`src/rtl/inst_fetch_unit_pkg.sv`:
```
// Shared widths, FSM state encoding and the prefetch entry layout for the fetch stage.
package inst_fetch_unit_pkg;

    localparam int INST_W = 24;
    localparam int ADDR_W = 16;

    typedef enum logic [1:0] {
        IDLE  = 2'd0,
        FETCH = 2'd1,
        DRAIN = 2'd2
    } fetch_state_t;

    typedef struct packed {
        logic [ADDR_W-1:0] pc;
        logic [INST_W-1:0] inst;
    } fetch_entry_t;

endpackage

```
`src/rtl/inst_fetch_unit_if.sv`:
```
// Instruction-memory request/response bus plus the core-facing instruction handshake.
interface inst_fetch_unit_if;
    import inst_fetch_unit_pkg::*;

    logic              imem_req;
    logic [ADDR_W-1:0] imem_addr;
    logic              imem_ready;
    logic              imem_rsp_valid;
    logic [INST_W-1:0] imem_rsp_data;
    logic              redirect;
    logic [ADDR_W-1:0] redirect_pc;
    logic              inst_valid;
    logic [INST_W-1:0] inst;
    logic [ADDR_W-1:0] inst_pc;
    logic              inst_ready;

    modport master (
        output imem_req, imem_addr, inst_valid, inst, inst_pc,
        input  imem_ready, imem_rsp_valid, imem_rsp_data, redirect, redirect_pc, inst_ready
    );

    modport slave (
        input  imem_req, imem_addr, inst_valid, inst, inst_pc,
        output imem_ready, imem_rsp_valid, imem_rsp_data, redirect, redirect_pc, inst_ready
    );

endinterface

```
`src/rtl/inst_fetch_unit_fifo.sv`:
```
// Prefetch FIFO of {pc, inst} entries; flush overrides any push or pop in the same cycle.
module inst_fetch_unit_fifo
    import inst_fetch_unit_pkg::*;
#(
    parameter int DEPTH = 4
) (
    input  logic                   clk,
    input  logic                   rst,
    input  logic                   push_i,
    input  fetch_entry_t           push_data_i,
    input  logic                   pop_i,
    input  logic                   flush_i,
    output logic [$clog2(DEPTH):0] count_o,
    output logic                   empty_o,
    output logic                   full_o,
    output fetch_entry_t           head_o
);

    localparam int PTR_W = $clog2(DEPTH);
    localparam int CNT_W = PTR_W + 1;
    localparam logic [CNT_W-1:0] DEPTH_C = CNT_W'(DEPTH);

    fetch_entry_t     mem_q [DEPTH];
    logic [PTR_W-1:0] wr_ptr_q;
    logic [PTR_W-1:0] rd_ptr_q;
    logic [CNT_W-1:0] count_q;
    logic             do_push;
    logic             do_pop;

    assign empty_o = (count_q == '0);
    assign full_o  = (count_q == DEPTH_C);
    assign count_o = count_q;
    assign head_o  = mem_q[rd_ptr_q];

    // A full FIFO may still take a push when the head leaves in the same cycle.
    assign do_pop  = pop_i && !empty_o;
    assign do_push = push_i && (!full_o || do_pop);

    always_ff @(posedge clk or negedge rst) begin
        if (!rst) begin
            wr_ptr_q <= '0;
            rd_ptr_q <= '0;
            count_q  <= '0;
        end else if (flush_i) begin
            wr_ptr_q <= '0;
            rd_ptr_q <= '0;
            count_q  <= '0;
        end else begin
            if (do_push) begin
                wr_ptr_q <= wr_ptr_q + PTR_W'(1);
            end
            if (do_pop) begin
                rd_ptr_q <= rd_ptr_q + PTR_W'(1);
            end
            case ({do_push, do_pop})
                2'b10:   count_q <= count_q + CNT_W'(1);
                2'b01:   count_q <= count_q - CNT_W'(1);
                default: count_q <= count_q;
            endcase
        end
    end

    always_ff @(posedge clk) begin
        if (do_push && !flush_i) begin
            mem_q[wr_ptr_q] <= push_data_i;
        end
    end

endmodule

```
`src/rtl/inst_fetch_unit.sv`:
```
// Fetch stage: credit-limited instruction-memory requests, prefetch buffering and
// redirect handling that flushes the buffer and drops responses to stale requests.
module inst_fetch_unit
    import inst_fetch_unit_pkg::*;
#(
    parameter int                DEPTH    = 4,
    parameter logic [ADDR_W-1:0] RESET_PC = '0,
    parameter logic [ADDR_W-1:0] PC_STEP  = ADDR_W'(1)
) (
    input logic               clk,
    input logic               rst,
    inst_fetch_unit_if.master bus
);

    localparam int CNT_W = $clog2(DEPTH) + 1;
    localparam logic [CNT_W:0] DEPTH_C = (CNT_W + 1)'(DEPTH);

    fetch_state_t      state_q;
    logic [ADDR_W-1:0] fpc_q;
    logic [ADDR_W-1:0] rpc_q;
    logic [CNT_W-1:0]  outstanding_q;
    logic [CNT_W-1:0]  discard_q;

    logic [CNT_W-1:0]  fifo_count;
    logic              fifo_empty;
    logic              fifo_full;
    fetch_entry_t      fifo_head;
    fetch_entry_t      push_entry;

    logic [CNT_W:0]    inflight;
    logic              credit_ok;
    logic              req;
    logic              accept;
    logic              rsp;
    logic              push;
    logic              pop;
    logic [CNT_W-1:0]  discard_d;

    // Buffered plus in-flight entries never exceed DEPTH, so a response always has a slot.
    assign inflight  = {1'b0, fifo_count} + {1'b0, outstanding_q};
    assign credit_ok = !fifo_full && (inflight < DEPTH_C);

    assign req    = (state_q == FETCH) && credit_ok && !bus.redirect;
    assign accept = req && bus.imem_ready;
    assign rsp    = bus.imem_rsp_valid;
    assign push   = rsp && !bus.redirect && (discard_q == '0);
    assign pop    = !fifo_empty && bus.inst_ready;

    // On redirect every request still in flight after this cycle's response is stale.
    assign discard_d = outstanding_q - CNT_W'(rsp);

    assign push_entry.pc   = rpc_q;
    assign push_entry.inst = bus.imem_rsp_data;

    inst_fetch_unit_fifo #(
        .DEPTH (DEPTH)
    ) u_fifo (
        .clk         (clk),
        .rst         (rst),
        .push_i      (push),
        .push_data_i (push_entry),
        .pop_i       (pop),
        .flush_i     (bus.redirect),
        .count_o     (fifo_count),
        .empty_o     (fifo_empty),
        .full_o      (fifo_full),
        .head_o      (fifo_head)
    );

    always_ff @(posedge clk or negedge rst) begin
        if (!rst) begin
            state_q       <= IDLE;
            fpc_q         <= RESET_PC;
            rpc_q         <= RESET_PC;
            outstanding_q <= '0;
            discard_q     <= '0;
        end else begin
            case ({accept, rsp})
                2'b10:   outstanding_q <= outstanding_q + CNT_W'(1);
                2'b01:   outstanding_q <= outstanding_q - CNT_W'(1);
                default: outstanding_q <= outstanding_q;
            endcase

            if (bus.redirect) begin
                fpc_q     <= bus.redirect_pc;
                rpc_q     <= bus.redirect_pc;
                discard_q <= discard_d;
                state_q   <= (discard_d != '0) ? DRAIN : FETCH;
            end else begin
                if (accept) begin
                    fpc_q <= fpc_q + PC_STEP;
                end
                if (rsp) begin
                    if (discard_q == '0) begin
                        rpc_q <= rpc_q + PC_STEP;
                    end else begin
                        discard_q <= discard_q - CNT_W'(1);
                    end
                end
                case (state_q)
                    IDLE:    state_q <= FETCH;
                    FETCH:   state_q <= FETCH;
                    DRAIN: begin
                        if ((discard_q == '0) || (rsp && (discard_q == CNT_W'(1)))) begin
                            state_q <= FETCH;
                        end
                    end
                    default: state_q <= IDLE;
                endcase
            end
        end
    end

    assign bus.imem_req   = req;
    assign bus.imem_addr  = fpc_q;
    assign bus.inst_valid = !fifo_empty;
    assign bus.inst       = fifo_empty ? '0 : fifo_head.inst;
    assign bus.inst_pc    = fifo_empty ? '0 : fifo_head.pc;

endmodule
```
`src/flat_wrapper.sv`:
```
// flat-port wrapper written by rule: the top's interface ports become plain ports
module inst_fetch_unit_flat import inst_fetch_unit_pkg::*;
#(
    parameter int                DEPTH    = 4,
    parameter logic [ADDR_W-1:0] RESET_PC = '0,
    parameter logic [ADDR_W-1:0] PC_STEP  = ADDR_W'(1)
)
  (clk, rst, bus_imem_req, bus_imem_addr, bus_inst_valid, bus_inst, bus_inst_pc, bus_imem_ready, bus_imem_rsp_valid, bus_imem_rsp_data, bus_redirect, bus_redirect_pc, bus_inst_ready);
  inst_fetch_unit_if bus_i ();
  input logic clk;
  input logic rst;
  output wire logic [$bits(bus_i.imem_req)-1:0] bus_imem_req;
  output wire logic [$bits(bus_i.imem_addr)-1:0] bus_imem_addr;
  output wire logic [$bits(bus_i.inst_valid)-1:0] bus_inst_valid;
  output wire logic [$bits(bus_i.inst)-1:0] bus_inst;
  output wire logic [$bits(bus_i.inst_pc)-1:0] bus_inst_pc;
  input wire logic [$bits(bus_i.imem_ready)-1:0] bus_imem_ready;
  input wire logic [$bits(bus_i.imem_rsp_valid)-1:0] bus_imem_rsp_valid;
  input wire logic [$bits(bus_i.imem_rsp_data)-1:0] bus_imem_rsp_data;
  input wire logic [$bits(bus_i.redirect)-1:0] bus_redirect;
  input wire logic [$bits(bus_i.redirect_pc)-1:0] bus_redirect_pc;
  input wire logic [$bits(bus_i.inst_ready)-1:0] bus_inst_ready;
  assign bus_imem_req = bus_i.imem_req;
  assign bus_imem_addr = bus_i.imem_addr;
  assign bus_inst_valid = bus_i.inst_valid;
  assign bus_inst = bus_i.inst;
  assign bus_inst_pc = bus_i.inst_pc;
  assign bus_i.imem_ready = bus_imem_ready;
  assign bus_i.imem_rsp_valid = bus_imem_rsp_valid;
  assign bus_i.imem_rsp_data = bus_imem_rsp_data;
  assign bus_i.redirect = bus_redirect;
  assign bus_i.redirect_pc = bus_redirect_pc;
  assign bus_i.inst_ready = bus_inst_ready;
  inst_fetch_unit #(.DEPTH(DEPTH), .RESET_PC(RESET_PC), .PC_STEP(PC_STEP)) u_core (.clk(clk), .rst(rst), .bus(bus_i));
endmodule
```
`config.mk`:
```
export PLATFORM = sky130hd
export DESIGN_NAME = inst_fetch_unit_flat
export DESIGN_NICKNAME = d
export VERILOG_FILES = /design/src/rtl/inst_fetch_unit_pkg.sv /design/src/rtl/inst_fetch_unit_if.sv /design/src/rtl/inst_fetch_unit_fifo.sv /design/src/rtl/inst_fetch_unit.sv /design/src/flat_wrapper.sv
export SDC_FILE = /design/constraint.sdc
export NUM_CORES = 1
export LEC_CHECK = 0
export CAP_MARGIN = 20
export CORE_MARGIN = 5
export CORE_UTILIZATION = 60
export DETAILED_ROUTE_END_ITERATION = 8
export GPL_TIMING_DRIVEN = 1
export PLACE_DENSITY = 0.85
export SLEW_MARGIN = 20
export SYNTH_ARGS = -nofsm -noshare
export SYNTH_HDL_FRONTEND = slang
export SYNTH_SLANG_ARGS = --single-unit
```
`constraint.sdc`:
```
create_clock -name clk -period 6 [get_ports clk]
set_input_delay 1.2 -clock clk [delete_from_list [all_inputs] [get_ports clk]]
set_output_delay 1.2 -clock clk [all_outputs]
set_load 0.05 [all_outputs]
```
Yosys cells after proc, flatten, opt, wreduce, memory -nomap -nowiden
Memories as Yosys holds them, arrays and structs flattened.
Cells that the tools add are included.
{ "totals": {"register_bits": 47, "out_inout_bits": 58, "ramBits": 160, "wordCells": 84, "latchBits": 0, "mem_bits_ro": 0, "n_memories": 1} }
{ "memory_table": {"columns": ["memory", "depth", "width", "rd", "rd_clocked_by_memory_dff", "write_ports", "line", "text"], "rows": [
  ["u_core.u_fifo.mem_q", 4, 40, 1, 0, 1, "inst_fetch_unit_fifo.sv:23", "fetch_entry_t mem_q [DEPTH];"]
]} }
{ "classes": {"magnitude_cmp": 1, "mul": 0, "n_eq_ne": 10, "shift": 0, "bitwise_logic": 0, "mux": 23, "n_reduce_logical": 30, "n_addsub": 11, "div_mod_pow": 0} }
{ "ops": {"columns": ["operator", "n"], "rows": [
  ["two-way mux 16 bit", 6],
  ["adder 16 x 1 -> 16 bit, second input constant", 2],
  ["two-way mux 24 bit", 1],
  ["two-way mux 2 bit", 7],
  ["two-way mux 3 bit", 4],
  ["case mux 3 bit (2 select lines)", 2],
  ["nonzero test 2 bit", 6],
  ["logical AND 1 bit", 11],
  ["subtractor 3 x 1 -> 3 bit, second input constant", 3],
  ["adder 3 x 1 -> 3 bit, second input constant", 2],
  ["== test 2 x 1 -> 1 bit, second input constant", 3],
  ["== test 2 bit, second input constant", 3],
  ["zero test 3 bit", 2],
  ["nonzero test 3 bit", 2],
  ["adder 2 x 1 -> 2 bit, second input constant", 2],
  ["adder 3 x 3 -> 4 bit", 1],
  ["< comparator 4 x 3 -> 1 bit, second input constant", 1],
  ["case mux 2 bit (2 select lines)", 1],
  ["AND reduction 2 bit", 2],
  ["== test 3 x 1 -> 1 bit, second input constant", 1],
  ["== test 3 bit, second input constant", 1],
  ["zero test 1 bit", 3],
  ["inequality test 3 x 2 -> 1 bit, second input constant", 1],
  ["subtractor 3 x 1 -> 3 bit", 1],
  ["other kinds (5)", 7]
]} }

Logic depth before layout (Yosys ltp)
{ "depth": {"depth_word": 9, "depth_mapped": 12, "ltp_nobuf": 11} }

By module
A second synthesis with hierarchy kept.
{ "hier_totals": {"hier_cells": 590, "hier_area_um2": 9208.8} }
{ "by_module_without_submodules": {"columns": ["module", "cells_per_inst", "instances", "seq_area_each_um2", "area_each_um2"], "rows": [
  ["inst_fetch_unit_fifo", 277, 1, 4979.8, 6491.2],
  ["inst_fetch_unit", 313, 1, 1001.0, 2717.6]
]} }

Worst setup path before layout
Ideal clock, no wire load.
{ "synth_timing": {"kind": "input to register", "from": "input bus_redirect", "to": "memory u_core.u_fifo.mem_q[0][0] (netlist bit), enable pin", "cell_stages": 3, "setup_ns": 0.401, "path_buffers": 1, "t_arrival_ns": 2.954, "setup_slack_ns": 2.645, "cell_sequence": "clkbuf_1 -> a311oi_1 -> and2_1"} }
{ "synth_between": {"elab_chain_cells": 7} }
{ "synth_lines": {"columns": ["element", "line", "text"], "rows": [
  ["start, declared", "flat_wrapper.sv:20", "input wire logic [$bits(bus_i.redirect)-1:0] bus_redirect;"],
  ["zero test 1 bit *", "inst_fetch_unit_fifo.sv:64, inst_fetch_unit.sv:46", null],
  ["logical AND 1 bit (2 in a row)", "inst_fetch_unit.sv:46", "assign push = rsp && !bus.redirect && (discard_q == '0);"],
  ["logical AND 1 bit", "inst_fetch_unit_fifo.sv:37", "assign do_push = push_i && (!full_o || do_pop);"],
  ["logical AND 1 bit *", "inst_fetch_unit_fifo.sv:64", "if (do_push && !flush_i) begin"],
  ["two-way mux 1 bit *", "inst_fetch_unit_fifo.sv:64", null],
  ["two-way mux 1 bit (implied by the code) *", "inst_fetch_unit_fifo.sv:65", "mem_q[wr_ptr_q] <= push_data_i;"],
  ["end, declared", "inst_fetch_unit_fifo.sv:23", null]
]} }
Every way passes the cells marked *; elsewhere a longest branch is shown, timed or not.

Final worst setup path
{ "layout_timing": {"from": "input bus_redirect", "to": "output bus_imem_req"} }
{ "layout_between": {"elab_chain_cells": 2} }
{ "layout_lines": {"columns": ["element", "line", "text"], "rows": [
  ["zero test 1 bit", "inst_fetch_unit.sv:43", "assign req = (state_q == FETCH) && credit_ok && !bus.redirect;"],
  ["logical AND 1 bit", "inst_fetch_unit.sv:43", null],
  ["end, declared", "flat_wrapper.sv:12", "output wire logic [$bits(bus_i.imem_req)-1:0] bus_imem_req;"]
]} }
Every way passes these cells.

==> results.md <==
- Clock skew: 15.6 ps
- Worst Tran Pin Value: 1080 ps
- Max rail drop VDD: 0.282 mV
- Global Route Usage Sum: 0.204
- Switching part of the total: 0.336
- Number of synthesized flops with an enable pin: 160
- Max frequency: 212 MHz
- Placed cell count: 805
- P_sw: 1.56 mW
- # port buffers: 103
- Final WL: 17500 um
- Post-DR wirelength/cell: 20.8 um
- Setup crit start kind: input port
- Post-synth top area cell: edfxtp_1
- Crit end category: primary output
- Maximum root-to-sink buffer count: 3
- Total die area: 0.0172 sq mm
- Max layer used: met4
- RePlAce Congestion: 0.839
- Root Driver: clkbuf_16
- Register share of total power: 0.383
- Ys flop type: edfxtp_1
- Hpwl dp: 10600 um
- Seq/Total Area, Yosys: 0.679
- Comb power frac: 0.324
- Async S/R FF share, synth: 0.227
- Worst path required time: 4800 ps
- Origin of the worst setup path: bus_redirect
- Syn Area/Cell: 16.3 sq um
- Cell count after synthesis: 539
- Worst Path Max Fanout: 27
- Clock share of power: 0.293
- Design area: 0.0107 sq mm
- Hold Fails Final Rpt: 0
- DP Area: 0.0100 sq mm
- Status: finished, final reports clean
- Critical path arrival: 3520 ps
- Nets: 706
- Initial DRC count: 441
- Setup bufs post-CTS: 0
- Post-route ant nets: 0
- Yosys Warn Count: 0
- Clock transition at the registers of the reported paths: 60 ps
- Slew Limit Headroom: 0.277
- Fin. max-slew vios: 0
- Largest net degree at the start of global routing: 48
- Mapped Nets: 601
- Slowest stage delay, CP: 940 ps
- CTS H-tree depth: 1
- DRC violations left: 0
- GR Overflow Total: 0
- Drt first pass iters: 4
- P_int: 3.07 mW
- Tmin final: 4720 ps
- N_diodes: 0
- Max_cap viols: 0
- WL met1: 7060 um
- Synth top area share: 0.545
- FF+latch count, synth: 207
- RSZ-0062 raised after global routing: no
- Num CTS Buffers: 21
- Largest cells by area after synthesis: edfxtp_1, dfrtp_1, mux4_2
- Pwr dens: 431 mW/mm^2
- Hold Slack: 498 ps
- Die Ht: 131 um
- Row cnt: 44
- Post-CTS Hold Fix Bufs: 0
- Clk sinks: 207
- Most frequent cell after synthesis: edfxtp_1
- Count of final setup violators: 0
- Initial antenna violation count: 0
- Finished Layout Cells: 843
- I/O pins: 104
- Commonest cells post-synth: edfxtp_1, and2_1, dfrtp_1
- Static Leakage: 3.72 nW
- Worst-path cell chain: clkdlybuf4s50_1, buf_4, nand2b_1, nor4_4, clkdlybuf4s50_1
- Area grow syn2layout: 21.8%
- CTS tree: done
- Met2 Routed Length: 8890 um
- Hold crit path type: flop to flop
- Post-route setup TNS: 0 ps
- Die width: 131 um
- Power consumption: 4.63 mW
- Core ar.: 0.0145 sq mm
- Hold Startpoint: u_core.state_q[0]
- Avg Vias per Cell: 5.97
- Cell area after synthesis: 0.00881 sq mm
- Synth cell types: 43
- Vias in the first global route: 5292
- Slowest-stage cell, CP: clkdlybuf4s50_1
- Worst skew pair latency: 500 ps
- First-pass GRT wire length: 28300 um
- Vias: 5035
- CP most frequent cell: clkdlybuf4s50_1
- Worst r2r src: u_core.u_fifo.count_o[2]
- WL met3: 1310 um
- Starting Density: 0.608
- Ratio of cells with drive above 1 in the final layout: 0.164
- Fill count: 848
- Post_cts resized: 0
- Critical path type: input port to primary output
- Fin crit share: 0.787
## layout make-up
cell class / instances / area [sq um] / share of cell area
flip-flops and latches: 207 / 5980 / 0.558
repair buffers: 107 / 1060 / 0.0984
well taps: 184 / 230 / 0.0215
multi-input cells: 290 / 2670 / 0.248
clock buffers: 24 / 547 / 0.0510
inverters: 17 / 63.8 / 0.00595
clock inverters: 14 / 183 / 0.0170
## critical path, delay by kind of cell
family	cells	cell delay [ps]
buf+inv	3	1580
simple gates	2	740
## placed cells by master, fill, tap and decap left out, types with 15 or more instances in the layout
master,n
and2_1,44
clkbuf_16,21
clkdlybuf4s50_1,102
dfrtp_1,45
edfxtp_1,160
inv_1,15
mux2_2,18
mux4_2,40
nand2_1,25
nand3_1,16
nor2_1,17
xnor2_1,22
## power groups by stage
stage          sequential (mW)  clock (mW)  combinational, mW
6_report                  1.77        1.36               1.50
5_1_grt                   1.79        1.45               1.60
4_1_cts                   1.77        1.38               1.52
3_5_place_dp              1.80           0               1.50
3_3_place_gp              1.79           0               1.48
2_1_floorplan             1.79           0               1.04
## state kept, by name, summed over array words and instances, names as in the netlist
name,cells
u_core.u_fifo.count_o,3
u_core.outstanding_q,3
u_core.u_fifo.mem_q,160
u_core.bus.imem_addr,16
u_core.rpc_q,16
u_core.state_q,2
u_core.u_fifo.wr_ptr_q,2
u_core.u_fifo.rd_ptr_q,2
u_core.discard_q,3
## through the flow
stage           util  setup slack, ps
2_1_floorplan      -             2650
6_report       0.741             1280
4_1_cts        0.741             1300
3_5_place_dp   0.691             1300
3_3_place_gp   0.691             1350
5_1_grt        0.741             1190
## worst paths after layout
path / endpoint / slack [ps] / cells past startpoint
worst max-delay path: bus_imem_req / 1280 / 5
worst min-delay path: u_core.state_q[0] / 500 / 1
worst max register to register: u_core.outstanding_q[1] / 2740 / 9
worst min register to register: u_core.state_q[0] / 500 / 1
max in group asynchronous: u_core.u_fifo.rd_ptr_q[1] / 4780 / 2
min in group asynchronous: u_core.bus.imem_addr[3] / 780 / 2
## per-layer routing
metal / global-route usage / vias up
li1: - / 2258
met1: 0.282 / 2544
met2: 0.340 / 210
met3: 0.0359 / 23
met4: 0.0514 / 0
met5: 0 / -
## kinds of logic (layout without fill, tap and decap cells)
group / after synthesis / count (layout) / synth area share
muxes: 62 / 62 / 0.130
adders and majority gates: 16 / 16 / 0.0244
DFF: 207 / 207 / 0.679
xor gates and xnor gates: 31 / 31 / 0.0308
and+or+nand+nor: 141 / 141 / 0.0895
buffers and inverters: 42 / 162 / 0.0190
AOI/OAI and AO/OA: 40 / 40 / 0.0274
No activity file was read; power rests on OpenSTA's default activity.
